--- config.mk ---
export PLATFORM = sky130hd
export DESIGN_NAME = sdram_port_arbiter_flat
export DESIGN_NICKNAME = d
export VERILOG_FILES = /design/src/rtl/sdram_port_arbiter_if.sv /design/src/rtl/sdram_port_arbiter.sv /design/src/flat_wrapper.sv
export SDC_FILE = /design/constraint.sdc
export NUM_CORES = 1
export LEC_CHECK = 0
export CAP_MARGIN = 20
export CORE_MARGIN = 5
export CORE_UTILIZATION = 40
export CTS_CLUSTER_DIAMETER = 80
export DETAILED_ROUTE_END_ITERATION = 16
export PLACE_DENSITY = 0.79
export SLEW_MARGIN = 20
export SYNTH_ARGS = -nofsm -noshare
export SYNTH_HDL_FRONTEND = slang
export SYNTH_SLANG_ARGS = --single-unit
--- constraint.sdc ---
create_clock -name i_clk -period 4.35 [get_ports i_clk]
set_input_delay 0.435 -clock i_clk [delete_from_list [all_inputs] [get_ports i_clk]]
set_output_delay 0.435 -clock i_clk [all_outputs]
set_load 0.1 [all_outputs]
--- src/rtl/sdram_port_arbiter_if.sv ---
// ---------------------------------------------------------------------------
// sdram_port_arbiter_if
//   Bundles every signal of the SDRAM port arbiter except clock and reset:
//   the record-writer request channel, the N_RD playback-reader channels,
//   the shared read-return bus and the Avalon-MM master towards the SDRAM
//   controller slave port.
//   Modports:
//     slave  - the arbiter's view (takes requests, drives the Avalon master)
//     master - the surrounding system's view (requesters + SDRAM controller)
//   Parameters: N_RD (reader ports), AW (SDRAM word address width).
// ---------------------------------------------------------------------------
interface sdram_port_arbiter_if #(
   parameter int N_RD = 3,
   parameter int AW   = 23
);
   // writer channel
   logic                 i_wr_req;
   logic [AW-1:0]        i_wr_addr;
   logic [31:0]          i_wr_data;
   logic                 o_wr_ack;
   // reader channels
   logic [N_RD-1:0]      i_rd_req;
   logic [N_RD*AW-1:0]   i_rd_addr;
   logic [N_RD-1:0]      o_rd_ack;
   logic [31:0]          o_rd_data;
   logic [N_RD-1:0]      o_rd_valid;
   logic                 o_err;
   // Avalon-MM master towards the SDRAM controller
   logic [AW-1:0]        avm_address;
   logic [3:0]           avm_byteen_n;
   logic                 avm_cs;
   logic [31:0]          avm_wdata;
   logic                 avm_read_n;
   logic                 avm_write_n;
   logic [31:0]          avm_rdata;
   logic                 avm_rvalid;
   logic                 avm_wait;

   modport slave (
      input  i_wr_req, i_wr_addr, i_wr_data,
      output o_wr_ack,
      input  i_rd_req, i_rd_addr,
      output o_rd_ack, o_rd_data, o_rd_valid, o_err,
      output avm_address, avm_byteen_n, avm_cs, avm_wdata, avm_read_n, avm_write_n,
      input  avm_rdata, avm_rvalid, avm_wait
   );

   modport master (
      output i_wr_req, i_wr_addr, i_wr_data,
      input  o_wr_ack,
      output i_rd_req, i_rd_addr,
      input  o_rd_ack, o_rd_data, o_rd_valid, o_err,
      input  avm_address, avm_byteen_n, avm_cs, avm_wdata, avm_read_n, avm_write_n,
      output avm_rdata, avm_rvalid, avm_wait
   );
endinterface

--- src/rtl/sdram_port_arbiter.sv ---
// ---------------------------------------------------------------------------
// sdram_port_arbiter
//   Shares one Avalon-MM SDRAM slave port between a record writer and N_RD
//   playback readers. One request is latched at a time and held stable on the
//   Avalon bus until waitrequest drops. Every accepted read pushes its reader
//   index into a tag FIFO; each readdatavalid pops the head so returned data
//   is steered to the issuing reader, strictly in issue order, one cycle later.
//   Ports:
//     i_clk, i_rst  - clock, synchronous active-high reset
//     bus (slave)   - writer/reader request channels, read-return bus,
//                     sticky error flag and the Avalon master signals
//   Parameters: N_RD (1..8), MAX_PEND (power of 2, 2..16), AW.
//   Build option: define SDRAM_ARB_WR_FAIR_EN to put the writer into the
//   round-robin rotation as slot N_RD instead of giving it strict priority.
// ---------------------------------------------------------------------------
module sdram_port_arbiter #(
   parameter int N_RD     = 3,
   parameter int MAX_PEND = 4,
   parameter int AW       = 23
) (
   input  logic                i_clk,
   input  logic                i_rst,
   sdram_port_arbiter_if.slave bus
);

   localparam int IW = (N_RD > 1) ? $clog2(N_RD) : 1;   // reader tag width
   localparam int PW = $clog2(MAX_PEND);                 // FIFO pointer width
   localparam int RW = $clog2(N_RD + 1);                 // RR pointer width
   localparam logic [PW:0] CNT_MAX = (PW + 1)'(MAX_PEND);

`ifdef SDRAM_ARB_WR_FAIR_EN
   localparam int   RR_N      = N_RD + 1;
   localparam logic WR_STRICT = 1'b0;
`else
   localparam int   RR_N      = N_RD;
   localparam logic WR_STRICT = 1'b1;
`endif

   typedef enum logic [0:0] {
      ST_IDLE = 1'b0,
      ST_CMD  = 1'b1
   } state_t;

   state_t            state_q, state_d;
   logic [AW-1:0]     addr_q, addr_d;
   logic [31:0]       wdata_q, wdata_d;
   logic              is_rd_q, is_rd_d;
   logic [IW-1:0]     tag_q, tag_d;
   logic              cs_q, cs_d;
   logic              read_n_q, read_n_d;
   logic              write_n_q, write_n_d;
   logic              wr_ack_q, wr_ack_d;
   logic [N_RD-1:0]   rd_ack_q, rd_ack_d;
   logic [RW-1:0]     rr_q, rr_d;

   logic [IW-1:0]     tag_mem_q [MAX_PEND];
   logic [PW-1:0]     wptr_q, wptr_d;
   logic [PW-1:0]     rptr_q, rptr_d;
   logic [PW:0]       cnt_q, cnt_d;
   logic [31:0]       rd_data_q, rd_data_d;
   logic [N_RD-1:0]   rd_valid_q, rd_valid_d;
   logic              err_q, err_d;

   logic              rd_ok_s;
   logic [N_RD:0]     req_ext_s;
   logic              gnt_wr_s;
   logic              gnt_rd_s;
   logic [IW-1:0]     gnt_idx_s;
   logic [RW-1:0]     rr_nxt_s;
   logic              push_s;
   logic              pop_s;
   logic [IW-1:0]     head_tag_s;

   // Rotating slot index: base and off are both below n, so one subtract wraps.
   function automatic int wrap_add(input int base, input int off, input int n);
      int s;
      s = base + off;
      s = (s >= n) ? s - n : s;
      return s;
   endfunction

   // Grant selection: writer priority (or rotation slot) plus reader round-robin.
   always_comb begin
      int   slot_v;
      int   sel_v;
      logic hit_v;
      gnt_wr_s  = 1'b0;
      gnt_rd_s  = 1'b0;
      gnt_idx_s = '0;
      rr_nxt_s  = rr_q;
      rd_ok_s   = (cnt_q < CNT_MAX);
      req_ext_s = {bus.i_wr_req & ~WR_STRICT, bus.i_rd_req & {N_RD{rd_ok_s}}};
      sel_v     = 0;
      hit_v     = 1'b0;
      // Walk from the farthest slot back to the pointer so the nearest request wins.
      for (int i = RR_N - 1; i >= 0; i--) begin
         slot_v = wrap_add(int'(rr_q), i, RR_N);
         hit_v  = hit_v | req_ext_s[RW'(slot_v)];
         sel_v  = req_ext_s[RW'(slot_v)] ? slot_v : sel_v;
      end
      if (WR_STRICT && bus.i_wr_req) begin
         gnt_wr_s = 1'b1;
      end else if (hit_v && (sel_v == N_RD)) begin
         gnt_wr_s = 1'b1;
         rr_nxt_s = RW'(wrap_add(sel_v, 1, RR_N));
      end else if (hit_v) begin
         gnt_rd_s  = 1'b1;
         gnt_idx_s = IW'(sel_v);
         rr_nxt_s  = RW'(wrap_add(sel_v, 1, RR_N));
      end else begin
         gnt_wr_s = 1'b0;
      end
   end

   // Command FSM next state: latch a grant in IDLE, hold the command in CMD.
   always_comb begin
      state_d   = state_q;
      addr_d    = addr_q;
      wdata_d   = wdata_q;
      is_rd_d   = is_rd_q;
      tag_d     = tag_q;
      cs_d      = cs_q;
      read_n_d  = read_n_q;
      write_n_d = write_n_q;
      rr_d      = rr_q;
      wr_ack_d  = 1'b0;
      rd_ack_d  = '0;
      push_s    = 1'b0;
      case (state_q)
         ST_IDLE: begin
            if (gnt_wr_s) begin
               addr_d    = bus.i_wr_addr;
               wdata_d   = bus.i_wr_data;
               is_rd_d   = 1'b0;
               cs_d      = 1'b1;
               write_n_d = 1'b0;
               read_n_d  = 1'b1;
               wr_ack_d  = 1'b1;
               rr_d      = rr_nxt_s;
               state_d   = ST_CMD;
            end else if (gnt_rd_s) begin
               addr_d              = bus.i_rd_addr[int'(gnt_idx_s) * AW +: AW];
               is_rd_d             = 1'b1;
               tag_d               = gnt_idx_s;
               cs_d                = 1'b1;
               read_n_d            = 1'b0;
               write_n_d           = 1'b1;
               rd_ack_d[gnt_idx_s] = 1'b1;
               rr_d                = rr_nxt_s;
               state_d             = ST_CMD;
            end else begin
               cs_d      = 1'b0;
               read_n_d  = 1'b1;
               write_n_d = 1'b1;
            end
         end
         ST_CMD: begin
            if (!bus.avm_wait) begin
               push_s    = is_rd_q;
               cs_d      = 1'b0;
               read_n_d  = 1'b1;
               write_n_d = 1'b1;
               state_d   = ST_IDLE;
            end else begin
               state_d = ST_CMD;
            end
         end
         default: begin
            cs_d      = 1'b0;
            read_n_d  = 1'b1;
            write_n_d = 1'b1;
            state_d   = ST_IDLE;
         end
      endcase
   end

   // Tag FIFO bookkeeping and read-return steering; pop happens before push,
   // so a return arriving with nothing outstanding is an error even if a read
   // is accepted on the same edge.
   always_comb begin
      pop_s      = bus.avm_rvalid & (cnt_q != '0);
      err_d      = err_q | (bus.avm_rvalid & (cnt_q == '0));
      head_tag_s = tag_mem_q[rptr_q];
      rd_data_d  = pop_s ? bus.avm_rdata : rd_data_q;
      for (int k = 0; k < N_RD; k++) begin
         rd_valid_d[k] = pop_s & (int'(head_tag_s) == k);
      end
      wptr_d = push_s ? wptr_q + PW'(1) : wptr_q;
      rptr_d = pop_s  ? rptr_q + PW'(1) : rptr_q;
      case ({push_s, pop_s})
         2'b10:   cnt_d = cnt_q + (PW + 1)'(1);
         2'b01:   cnt_d = cnt_q - (PW + 1)'(1);
         default: cnt_d = cnt_q;
      endcase
   end

   // FSM state and command/handshake registers.
   always_ff @(posedge i_clk) begin
      if (i_rst) begin
         state_q   <= ST_IDLE;
         addr_q    <= '0;
         wdata_q   <= '0;
         is_rd_q   <= 1'b0;
         tag_q     <= '0;
         cs_q      <= 1'b0;
         read_n_q  <= 1'b1;
         write_n_q <= 1'b1;
         wr_ack_q  <= 1'b0;
         rd_ack_q  <= '0;
         rr_q      <= '0;
      end else begin
         state_q   <= state_d;
         addr_q    <= addr_d;
         wdata_q   <= wdata_d;
         is_rd_q   <= is_rd_d;
         tag_q     <= tag_d;
         cs_q      <= cs_d;
         read_n_q  <= read_n_d;
         write_n_q <= write_n_d;
         wr_ack_q  <= wr_ack_d;
         rd_ack_q  <= rd_ack_d;
         rr_q      <= rr_d;
      end
   end

   // Tag FIFO storage and registered read-return outputs.
   always_ff @(posedge i_clk) begin
      if (i_rst) begin
         for (int k = 0; k < MAX_PEND; k++) begin
            tag_mem_q[k] <= '0;
         end
         wptr_q     <= '0;
         rptr_q     <= '0;
         cnt_q      <= '0;
         rd_data_q  <= '0;
         rd_valid_q <= '0;
         err_q      <= 1'b0;
      end else begin
         if (push_s) begin
            tag_mem_q[wptr_q] <= tag_q;
         end
         wptr_q     <= wptr_d;
         rptr_q     <= rptr_d;
         cnt_q      <= cnt_d;
         rd_data_q  <= rd_data_d;
         rd_valid_q <= rd_valid_d;
         err_q      <= err_d;
      end
   end

   assign bus.o_wr_ack     = wr_ack_q;
   assign bus.o_rd_ack     = rd_ack_q;
   assign bus.o_rd_data    = rd_data_q;
   assign bus.o_rd_valid   = rd_valid_q;
   assign bus.o_err        = err_q;
   assign bus.avm_address  = addr_q;
   assign bus.avm_byteen_n = 4'b0000;
   assign bus.avm_cs       = cs_q;
   assign bus.avm_wdata    = wdata_q;
   assign bus.avm_read_n   = read_n_q;
   assign bus.avm_write_n  = write_n_q;

endmodule

--- src/flat_wrapper.sv ---
// flat-port wrapper written by rule: the top's interface ports become plain ports
module sdram_port_arbiter_flat 
#(
   parameter int N_RD     = 3,
   parameter int MAX_PEND = 4,
   parameter int AW       = 23
)
  (i_clk, i_rst, bus_i_wr_req, bus_i_wr_addr, bus_i_wr_data, bus_o_wr_ack, bus_i_rd_req, bus_i_rd_addr, bus_o_rd_ack, bus_o_rd_data, bus_o_rd_valid, bus_o_err, bus_avm_address, bus_avm_byteen_n, bus_avm_cs, bus_avm_wdata, bus_avm_read_n, bus_avm_write_n, bus_avm_rdata, bus_avm_rvalid, bus_avm_wait);
  sdram_port_arbiter_if #(.N_RD(N_RD), .AW(AW)) bus_i ();
  input  logic i_clk;
  input  logic i_rst;
  input wire logic [$bits(bus_i.i_wr_req)-1:0] bus_i_wr_req;
  input wire logic [$bits(bus_i.i_wr_addr)-1:0] bus_i_wr_addr;
  input wire logic [$bits(bus_i.i_wr_data)-1:0] bus_i_wr_data;
  output wire logic [$bits(bus_i.o_wr_ack)-1:0] bus_o_wr_ack;
  input wire logic [$bits(bus_i.i_rd_req)-1:0] bus_i_rd_req;
  input wire logic [$bits(bus_i.i_rd_addr)-1:0] bus_i_rd_addr;
  output wire logic [$bits(bus_i.o_rd_ack)-1:0] bus_o_rd_ack;
  output wire logic [$bits(bus_i.o_rd_data)-1:0] bus_o_rd_data;
  output wire logic [$bits(bus_i.o_rd_valid)-1:0] bus_o_rd_valid;
  output wire logic [$bits(bus_i.o_err)-1:0] bus_o_err;
  output wire logic [$bits(bus_i.avm_address)-1:0] bus_avm_address;
  output wire logic [$bits(bus_i.avm_byteen_n)-1:0] bus_avm_byteen_n;
  output wire logic [$bits(bus_i.avm_cs)-1:0] bus_avm_cs;
  output wire logic [$bits(bus_i.avm_wdata)-1:0] bus_avm_wdata;
  output wire logic [$bits(bus_i.avm_read_n)-1:0] bus_avm_read_n;
  output wire logic [$bits(bus_i.avm_write_n)-1:0] bus_avm_write_n;
  input wire logic [$bits(bus_i.avm_rdata)-1:0] bus_avm_rdata;
  input wire logic [$bits(bus_i.avm_rvalid)-1:0] bus_avm_rvalid;
  input wire logic [$bits(bus_i.avm_wait)-1:0] bus_avm_wait;
  assign bus_i.i_wr_req = bus_i_wr_req;
  assign bus_i.i_wr_addr = bus_i_wr_addr;
  assign bus_i.i_wr_data = bus_i_wr_data;
  assign bus_o_wr_ack = bus_i.o_wr_ack;
  assign bus_i.i_rd_req = bus_i_rd_req;
  assign bus_i.i_rd_addr = bus_i_rd_addr;
  assign bus_o_rd_ack = bus_i.o_rd_ack;
  assign bus_o_rd_data = bus_i.o_rd_data;
  assign bus_o_rd_valid = bus_i.o_rd_valid;
  assign bus_o_err = bus_i.o_err;
  assign bus_avm_address = bus_i.avm_address;
  assign bus_avm_byteen_n = bus_i.avm_byteen_n;
  assign bus_avm_cs = bus_i.avm_cs;
  assign bus_avm_wdata = bus_i.avm_wdata;
  assign bus_avm_read_n = bus_i.avm_read_n;
  assign bus_avm_write_n = bus_i.avm_write_n;
  assign bus_i.avm_rdata = bus_avm_rdata;
  assign bus_i.avm_rvalid = bus_avm_rvalid;
  assign bus_i.avm_wait = bus_avm_wait;
  sdram_port_arbiter #(.N_RD(N_RD), .MAX_PEND(MAX_PEND), .AW(AW)) u_core (.i_clk(i_clk), .i_rst(i_rst), .bus(bus_i));
endmodule
Word level (Yosys, flattened, before mapping)
Memories as Yosys holds them, arrays and structs flattened. A register that Yosys moved wholly into a read port is not among the register bits.
Index checks and enable logic that the tools add are counted.

word-level totals
  flip-flop bits (word level) = 111
  bits in writable memories = 8
  input bits = 164
  logic and storage cells = 133
  memories kept = 1

memories
  memory            words  bits a word  rd ports  clocked after Yosys merged registers in  wr ports  line                      source
  u_core.tag_mem_q  4      2            1         1                                        4         sdram_port_arbiter.sv:56  logic [IW-1:0] tag_mem_q [MAX_PEND];

operators by class
  add/sub/neg operators = 11
  multipliers = 1
  magnitude comparators = 10
  eq/ne operators = 6
  shift-type cells = 1
  muxes and demuxes = 61
  bitwise logic cells = 12
  reductions and logical operators = 13

operators with widths
  cell                                                                     count
  32-bit 2-to-1 mux                                                        6
  32-bit by 3-bit >= comparator with 1-bit output (second input constant)  3
  69-bit by 32-bit variable part select with 23-bit output                 1
  32-bit by 3-bit subtractor with 32-bit output (second input constant)    2
  23-bit 2-to-1 mux                                                        2
  32-bit by 2-bit adder with 32-bit output (second input constant)         1
  32-bit by 3-bit equality test with 1-bit output (second input constant)  1
  1-bit 2-to-1 mux                                                         31
  2-bit 2-to-1 mux                                                         13
  2-bit by 4-bit < comparator with 1-bit output (second input constant)    3
  1-bit case mux with 2 select lines                                       4
  2-bit by 5-bit multiplier with 7-bit output (second input constant)      1
  1-bit binary-select mux with 2-bit select                                3
  2-bit equality test (second input constant)                              3
  3-bit case mux with 2 select lines                                       1
  1-bit AND                                                                5
  2-bit by 1-bit adder with 2-bit output (second input constant)           2
  2-bit AND reduction                                                      2
  2-bit nonzero test                                                       2
  2-bit OR reduction                                                       2
  4-bit OR reduction                                                       1
  2-bit by 1-bit adder with 3-bit output (second input constant)           1
  2-bit by 2-bit adder with 3-bit output (second input constant)           1
  3-bit by 1-bit adder with 3-bit output (second input constant)           1
  other kinds (18)                                                         23

Logic depth before layout (Yosys ltp)
Gate-level depths: netlist of run 1.

  depth after elaboration = 17
  gate-level depth with buffers = 16

Worst setup path after synthesis of run 1
Ideal clock, no wire load.

  path type = register -> register
  from = register u_core.rr_q[1]
  to = register u_core.rr_q[1]
  setup time = 122 ps
  arrival = 2,961 ps
  data required time = 4,228 ps
  setup slack = 1,267 ps
  cell stages (with the launch flop) = 13
  path buffers = 1
  period minus slack after synthesis = 3,083 ps
  cells stage by stage = dfxtp_1 inv_1 ha_1 inv_1 a311o_1 nor2_1 clkbuf_1 ha_1 inv_1 a2111o_1 nand4_1 nor4_1 a221o_1

on the way
  longest elaborated chain between the ends = 17
  elaborated cells on any way between the ends = 43

RTL lines
  element                                                                                                                  line                                                source
  start, declared                                                                                                          sdram_port_arbiter.sv:54                            logic [RW-1:0] rr_q, rr_d;
  start signal, assigned                                                                                                   sdram_port_arbiter.sv:222                           rr_q <= rr_d;
  2-bit by 2-bit adder with 3-bit output                                                                                   sdram_port_arbiter.sv:77                            s = base + off;
  32-bit by 3-bit subtractor with 32-bit output / 32-bit by 3-bit >= comparator with 1-bit output (equally long branches)  sdram_port_arbiter.sv:78                            s = (s >= n) ? s - n : s;
  32-bit 2-to-1 mux                                                                                                        sdram_port_arbiter.sv:78
  1-bit binary-select mux with 2-bit select                                                                                sdram_port_arbiter.sv:98, sdram_port_arbiter.sv:99
  1-bit 2-to-1 mux (implied by the code) (2 in series)                                                                     sdram_port_arbiter.sv:98, sdram_port_arbiter.sv:99
  32-bit 2-to-1 mux (3 in series)                                                                                          sdram_port_arbiter.sv:99                            sel_v = req_ext_s[RW'(slot_v)] ? slot_v : sel_v;
  32-bit by 2-bit adder with 32-bit output                                                                                 sdram_port_arbiter.sv:77
  32-bit by 3-bit >= comparator with 1-bit output / 2-bit by 1-bit subtractor with 2-bit output (equally long branches)    sdram_port_arbiter.sv:78
  2-bit 2-to-1 mux                                                                                                         sdram_port_arbiter.sv:78
  2-bit 2-to-1 mux                                                                                                         sdram_port_arbiter.sv:106                           end else if (hit_v) begin
  2-bit 2-to-1 mux                                                                                                         sdram_port_arbiter.sv:103                           end else if (hit_v && (sel_v == N_RD)) begin
  2-bit 2-to-1 mux                                                                                                         sdram_port_arbiter.sv:101                           if (WR_STRICT && bus.i_wr_req) begin
  2-bit 2-to-1 mux                                                                                                         sdram_port_arbiter.sv:141                           end else if (gnt_rd_s) begin
  2-bit 2-to-1 mux                                                                                                         sdram_port_arbiter.sv:131                           if (gnt_wr_s) begin

Parallel ways exist; a longest one is shown, timed or not. The select of a mux whose other input is x is not followed.
A chain may end at the register's enable or synchronous reset.

Worst setup path after layout of run 1
  from = register u_core.rr_q[1]
  to = register u_core.wdata_q[2], in the netlist u_core.bus.avm_wdata[2]

on the way
  longest elaborated chain between the ends = 14
  elaborated cells on any way between the ends = 30

RTL lines
  element                                                                                                                  line                                                source
  2-bit by 2-bit adder with 3-bit output                                                                                   sdram_port_arbiter.sv:77
  32-bit by 3-bit subtractor with 32-bit output / 32-bit by 3-bit >= comparator with 1-bit output (equally long branches)  sdram_port_arbiter.sv:78
  32-bit 2-to-1 mux                                                                                                        sdram_port_arbiter.sv:78
  1-bit binary-select mux with 2-bit select                                                                                sdram_port_arbiter.sv:98, sdram_port_arbiter.sv:99
  1-bit 2-to-1 mux (implied by the code) (2 in series)                                                                     sdram_port_arbiter.sv:98, sdram_port_arbiter.sv:99
  32-bit 2-to-1 mux (3 in series)                                                                                          sdram_port_arbiter.sv:99
  32-bit by 3-bit equality test with 1-bit output                                                                          sdram_port_arbiter.sv:103
  1-bit logical AND (*)                                                                                                    sdram_port_arbiter.sv:103
  1-bit 2-to-1 mux (*)                                                                                                     sdram_port_arbiter.sv:103
  1-bit 2-to-1 mux (*)                                                                                                     sdram_port_arbiter.sv:101
  2-bit AND reduction (no line) (*)                                                                                        n/a
  end signal, assigned                                                                                                     sdram_port_arbiter.sv:214                           wdata_q <= wdata_d;
  end, declared                                                                                                            sdram_port_arbiter.sv:46                            logic [31:0] wdata_q, wdata_d;

Every way passes the cells marked *; elsewhere a longest branch is shown, timed or not. The select of a mux whose other input is x is not followed.

==> flow_metrics.tcl, run 1 <==
set metrics [dict create \
    vias 5417 \
    synth_warnings 0 \
    layout.nets 1017 \
    synth_top_flop_cell "dfxtp_1" \
    antenna_left 0 \
    drv_cap 0 \
    tns_ps 0 \
    syn-cell-area_sq_um 5450 \
    worst_slew_pin_slew_ps 1080 \
    powerDensity_nw_per_um2 607 \
    fp.dieW_um 127 \
    end_kind "register" \
    syn_to_final_growth_pct 58.5 \
    fmax_ghz 0.271 \
    initial_core_util_pct 41.0 \
    multiInputGateArea_sq_um 2620 \
    syn_avg_cell_area_sq_um 9.07 \
    hold_depth 2 \
    holdCritStartpoint "i_rst" \
    gp_congestion 0.879 \
    worst_slack_ps 662 \
    post_cts_buffers 0 \
    post_cts_resized 0 \
    drc_errors 0 \
    final_core_util_pct 65.0 \
    diodes 0 \
    numCtsBuffers 17 \
    cp_top_family "buffers and inverters" \
    final-hold-violation-count 0 \
    cp_slowest_cell "buf_4" \
    clkTransAtPathRegs_ps 50 \
    core_sq_um 13300 \
    avgViaCountPerCell 5.25 \
    clock_sinks 121 \
    fillers 1038 \
    total_power_mw 5.25 \
    worst-path-buf-inv 3 \
    leakage_nw 3.28 \
    relSlewSlack_pct 28.0 \
    grt_max_degree 93 \
    die_h_um 127 \
    netlist_instances 601 \
    pin_count 266 \
    setup_violations 0 \
    cts_tree "built" \
    grt_pass1_wl_mm 27.7 \
    synthArstFlopShare_pct 0 \
    synth_edf_count 8 \
    reg2regPathDepth 13 \
    r2r-end "u_core.bus.avm_wdata[2]" \
    cts_buffer_depth 2 \
    finalMaxSlewViolations 0 \
    drive_gt1_share_pct 6.55 \
    portBuffers 261 \
    holdCritPathClass "in -> reg" \
    crit_fanout 34 \
    peakVddDrop_mv 0.572 \
    synth_cell_types 63 \
    rsz0062_at_grt "false" \
    max_stage_delay_ps 480 \
    antenna_found_initial 0 \
    path_cells "inv_1, ha_1, mux2i_1, o21ai_1, nand2b_1, a32oi_2, inv_2, ha_1, o311a_4, o21bai_4, buf_4, mux2i_1, nor2_1" \
    min_to "u_core.bus.avm_cs" \
    ctsHoldBuffers 0 \
    dp_cells 999 \
    grt_overflow 0 \
    synthTopCellsByCount "nand2_1, dfxtp_1, nor2_1, a21oi_1, mux2i_1" \
    synth_top_area_share_pct 41.5 \
    synth_seq_cells 121 \
    seq_area_frac_synth_pct 45.9 \
    drt_iter0_drc 450 \
    grt_pass1_vias 5557 \
    synth.most_common_cell "nand2_1" \
    clockRootBuffer "clkbuf_16" \
    reg2reg_setup_slack_ps 660 \
    finalCritPeriodShare_pct 84.8 \
    wl_mm 17.6 \
    clkLatencyLatePin_ps 410 \
    worst_setup_path_start_kind "register" \
    hpwlAfterDp_mm 13.1 \
    num_rows 42 \
    synth_area_leaders "dfxtp_1, nand2_1, mux2i_1, edfxtp_1, a222oi_1" \
    required_ps 4600 \
    place_ws_ps 620 \
    post_drt_wl_per_cell_um 17.1 \
    yosysTopAreaCell "dfxtp_1" \
    crit_type "reg -> reg" \
    seqCellArea_sq_um 2500 \
    finClkSkew_ps 6.92 \
    final_cells 1031 \
    htreeDepth 4 \
    outcome "completed" \
    period_minus_slack_ps 3690 \
    grt_use_total_pct 21.4 \
    timing.rr.start "u_core.rr_q[1]" \
    dr.pass1.iters 8 \
    arrival_ps 3940 \
    die-area_sq_um 16100 \
]
worst max-delay path by stage:
stage          cells past startpoint             from                       end  slack, ps
4_1_cts                           13   u_core.rr_q[1]   u_core.bus.avm_wdata[2]        670
2_1_floorplan                     12   u_core.rr_q[1]            u_core.rr_q[1]       1270
6_report                          13   u_core.rr_q[1]   u_core.bus.avm_wdata[2]        660
3_3_place_gp                      12  bus_i_rd_req[0]  u_core.bus.avm_wdata[17]        760
3_5_place_dp                      12  bus_i_rd_req[0]   u_core.bus.avm_wdata[2]        620
5_1_grt                           13   u_core.rr_q[1]  u_core.bus.avm_wdata[21]        390
final cells by class:
| type | count | share of cell area, % |
|---|---|---|
| clock buffer | 20 | 5.05 |
| sequential | 121 | 29.0 |
| inverter | 17 | 0.767 |
| multi-input combinational | 417 | 30.4 |
| timing repair buffer | 268 | 30.8 |
| clock inverter | 12 | 1.52 |
| tap | 176 | 2.55 |
power breakdown:
group / total, mW / switching, mW / internal, mW
Sequential: 1.41 / 0.119 / 1.29
Combinational: 2.49 / 1.76 / 0.732
Clock: 1.35 / 0.466 / 0.886
registers in the layout, indices dropped and copies added (netlist names), 2 cells and up, named ones only:
| name | flops |
|---|---|
| u_core.bus.avm_wdata | 32 |
| u_core.bus.o_rd_data | 32 |
| u_core.bus.avm_address | 23 |
| u_core.tag_mem_q | 8 |
| u_core.bus.o_rd_ack | 3 |
| u_core.bus.o_rd_valid | 3 |
| u_core.cnt_q | 3 |
| u_core.rptr_q | 2 |
| u_core.rr_q | 2 |
| u_core.tag_q | 2 |
| u_core.wptr_q | 2 |
layout by cell type (no fill, tap or decap), types with 3 or more instances in the layout:
cell type / count
a222oi_1: 23
clkdlybuf4s50_1: 260
nor3b_1: 4
a21oi_1: 40
nor2_1: 53
mux2i_1: 34
and3_1: 4
ha_1: 10
or3_1: 3
nor3_1: 7
buf_4: 7
edfxtp_1: 8
clkbuf_1: 3
clkbuf_16: 17
clkinv_2: 6
and2_1: 4
inv_1: 14
bufinv_16: 3
a21oi_2: 3
nand2_1: 116
nand2b_1: 4
nor4_1: 4
conb_1: 4
dfxtp_1: 113
o21ai_1: 5
clkinv_1: 4
xor2_1: 5
a32oi_1: 24
o21ai_0: 29
cell families after synthesis:
group                      count (synthesis)  synth area share [%]
adders and majority gates                 11                  2.66
buffers and inverters                     66                  6.49
and+or+nand+nor                          214                  17.0
other                                      1                0.0688
muxes                                     37                  7.34
AOI/OAI and AO/OA                        145                  19.6
xor gates and xnor gates                   6                 0.964
DFF                                      121                  45.9
metal layers:
layer  wire (um)  share of wire, %  global-route usage (%)  vias up
met4         433               2.5                    8.90        0
met5           0                 0                       0        -
met3        1770                10                    8.03       37
met2        8860                50                    37.0      297
li1            -                 -                       -     2622
met1        6580                37                    23.6     2461
through the flow:
stage | instance area (sq um) | hold WS, ps
2_1_floorplan | 5460 | 432
3_3_place_gp | 8070 | 441
3_5_place_dp | 8070 | 446
4_1_cts | 8640 | 295
5_1_grt | 8640 | 341
6_report | 8640 | 307
No activity file was read; power rests on OpenSTA's default activity.
==> run 2, diff against run 1 <==
--- a/config.mk
+++ b/config.mk
@@ -7,10 +7,10 @@
 export LEC_CHECK = 0
 export CAP_MARGIN = 20
 export CORE_MARGIN = 5
-export CORE_UTILIZATION = 40
+export CORE_UTILIZATION = 37
 export CTS_CLUSTER_DIAMETER = 80
 export DETAILED_ROUTE_END_ITERATION = 16
-export PLACE_DENSITY = 0.79
+export PLACE_DENSITY = 0.77
 export SLEW_MARGIN = 20
 export SYNTH_ARGS = -nofsm -noshare
 export SYNTH_HDL_FRONTEND = slang
==> constraint.sdc (replaced) <==
create_clock -name i_clk -period 3.34 [get_ports i_clk]
set_input_delay 0.334 -clock i_clk [delete_from_list [all_inputs] [get_ports i_clk]]
set_output_delay 0.334 -clock i_clk [all_outputs]
set_load 0.1 [all_outputs]
==> run 2 against run 1 <==
Against the previous run: register-to-register slack got worse by 360 ps; critical path depth decreased by 2; sequential cell count unchanged; sequential power increased by 30%; first-iteration DRC count decreased by 17%; die area increased by 7.5%; combinational power increased by 31%; global-route usage decreased by 2.2 points; design area increased by 1.3%; clock skew increased by 1.2 ps; critical path type unchanged; worst hold slack improved by 38 ps.
==> flow_metrics.tcl, run 2 (same netlist as run 1, synthesis figures left out) <==
set metrics [dict create \
    initial_core_util_pct 37.7 \
    antenna_found_initial 0 \
    drv_cap 0 \
    post_drt_wl_per_cell_um 16.5 \
    path_cells "inv_1, ha_1, inv_1, a311o_1, nor2_2, ha_1, inv_1, a2111o_1, nand4_1, nor4_1, a221o_1" \
    p_sw_mw 3.08 \
    seqCellArea_sq_um 2500 \
    rsz0062_at_grt "false" \
    die-area_sq_um 17300 \
    seq_power_share_pct 26.3 \
    avgViaCountPerCell 5.15 \
    clockRootBuffer "clkbuf_16" \
    core_sq_um 14500 \
    total_power_mw 6.94 \
    p_sw_share_pct 44.3 \
    syn_to_final_growth_pct 60.5 \
    finalMaxSlewViolations 0 \
    worst_slew_pin_slew_ps 1040 \
    portBuffers 261 \
    holdCritStartpoint "i_rst" \
    fp.dieW_um 131 \
    grt_overflow 0 \
    end_kind "register" \
    crit_fanout 6 \
    cp_slowest_cell "dfxtp_1" \
    crit_type "reg -> reg" \
    final_cell_mix "clkdlybuf4s50_1, nand2_1, dfxtp_1, nor2_1, a21oi_1" \
    reg2regPathDepth 11 \
    setup_violations 0 \
    grt_max_degree 47 \
    drive_gt1_share_pct 7.91 \
    min_to "u_core.tag_q[1]" \
    r2r-end "u_core.rr_q[1]" \
    clock_sinks 121 \
    layout.nets 1022 \
    finClkSkew_ps 8.12 \
    combPwrFrac_pct 47.1 \
    hold_depth 2 \
    holdCritPathClass "in -> reg" \
    ctsHoldBuffers 0 \
    post_cts_buffers 0 \
    multiInputGateArea_sq_um 2620 \
    max_stage_delay_ps 410 \
    tns_ps 0 \
    worst_setup_path_start_kind "register" \
    clkLatencyLatePin_ps 410 \
    outcome "completed" \
    pin_count 266 \
    antenna_left 0 \
    hpwlAfterDp_mm 12.7 \
    relSlewSlack_pct 30.2 \
    peakVddDrop_mv 0.645 \
    leakage_nw 3.33 \
    p_clk_share_pct 26.6 \
    clkTransAtPathRegs_ps 50 \
    final_common_cell "clkdlybuf4s50_1" \
    fmax_ghz 0.330 \
    diodes 0 \
    cts_tree "built" \
    grt_pass1_wl_mm 27.3 \
    gp_congestion 0.843 \
    period_minus_slack_ps 3030 \
    timing.rr.start "u_core.rr_q[1]" \
    drt_iter0_drc 375 \
    die_h_um 131 \
    powerDensity_nw_per_um2 794 \
    arrival_ps 3320 \
    grt_pass1_vias 5335 \
    reg2reg_setup_slack_ps 310 \
    required_ps 3630 \
    dr.pass1.iters 8 \
    fillers 1244 \
    post_cts_resized 0 \
    wl_mm 17.2 \
    num_rows 44 \
    critical-path-top-cell-by-count "inv_1" \
    p_int_mw 3.86 \
    drc_errors 0 \
    htreeDepth 4 \
    cts_buffer_depth 2 \
    numCtsBuffers 17 \
    finalCritPeriodShare_pct 90.8 \
    grt_use_total_pct 19.2 \
    vias 5375 \
    final-hold-violation-count 0 \
]
-- run 2: cell count changes in the layout (fill, tap and decap cells not counted), moves of 2 or more --
cell / before / now
buf_12: 0 / 2
buf_4: 7 / 11
clkbuf_8: 0 / 3
clkinvlp_4: 0 / 2
clkinv_1: 4 / 1
clkbuf_1: 3 / 0
-- run 2: critical path: cells and delay by family (launching register included) --
family          cells  cell delay [ps]
buf+inv             3              330
fa+ha+maj           2              730
flops               1              410
compound gates      3             1010
simple gates        3              440
-- run 2: through the flow --
stage / hold WS [ps] / utilization, % / setup slack (ps) / area (sq um) / std cells
floorplan: 432 / - / 257 / 5460 / 604
global placement: 442 / 56.2 / 371 / 8140 / 1012
detailed placement: 444 / 56.2 / 348 / 8140 / 1012
CTS: 321 / 60.4 / 321 / 8750 / 1044
global route: 342 / 60.4 / 60.0 / 8750 / 1044
finish: 345 / 60.4 / 306 / 8750 / 1044
-- run 2: final cells by class --
type	count	share of cell area [%]
inverter	17	0.758
multi-input combinational	417	30.0
clock buffer	21	5.62
sequential	121	28.6
clock inverter	11	1.32
timing repair buffer	273	31.1
tap	184	2.63
-- run 2: worst max-delay path by stage --
| stage | to | from |
|---|---|---|
| floorplan | u_core.rr_q[1] | u_core.rr_q[1] |
| global route | u_core.rr_q[1] | u_core.rr_q[1] |
| CTS | u_core.tag_q[1] | u_core.rr_q[0] |
| detailed placement | u_core.rr_q[1] | u_core.rr_q[0] |
| global placement | u_core.tag_q[1] | u_core.rr_q[0] |
| finish | u_core.rr_q[1] | u_core.rr_q[1] |
-- run 2: metal layers --
| layer | track usage [%] | vias up | routed length, um |
|---|---|---|---|
| met2 | 34.3 | 254 | 8760 |
| met5 | 0 | - | 0 |
| met4 | 6.63 | 0 | 263 |
| met1 | 20.8 | 2477 | 6670 |
| met3 | 7.03 | 17 | 1550 |
| li1 | - | 2627 | - |
-- run 2: power groups by stage --
stage               registers (mW)  clock network (mW)  logic (mW)
global placement              1.85                   0        3.25
detailed placement            1.85                   0        3.27
CTS                           1.83                1.88        3.28
finish                        1.83                1.85        3.27
global route                  1.85                1.95        3.45
floorplan                     3.15                   0        1.16
==> run 3, diff against run 2 <==
--- a/config.mk
+++ b/config.mk
@@ -5,7 +5,6 @@
 export SDC_FILE = /design/constraint.sdc
 export NUM_CORES = 1
 export LEC_CHECK = 0
-export CAP_MARGIN = 20
 export CORE_MARGIN = 5
 export CORE_UTILIZATION = 37
 export CTS_CLUSTER_DIAMETER = 80
==> results of run 3 <==
The final DEF is identical to that of run 2; final timing and power are the same.
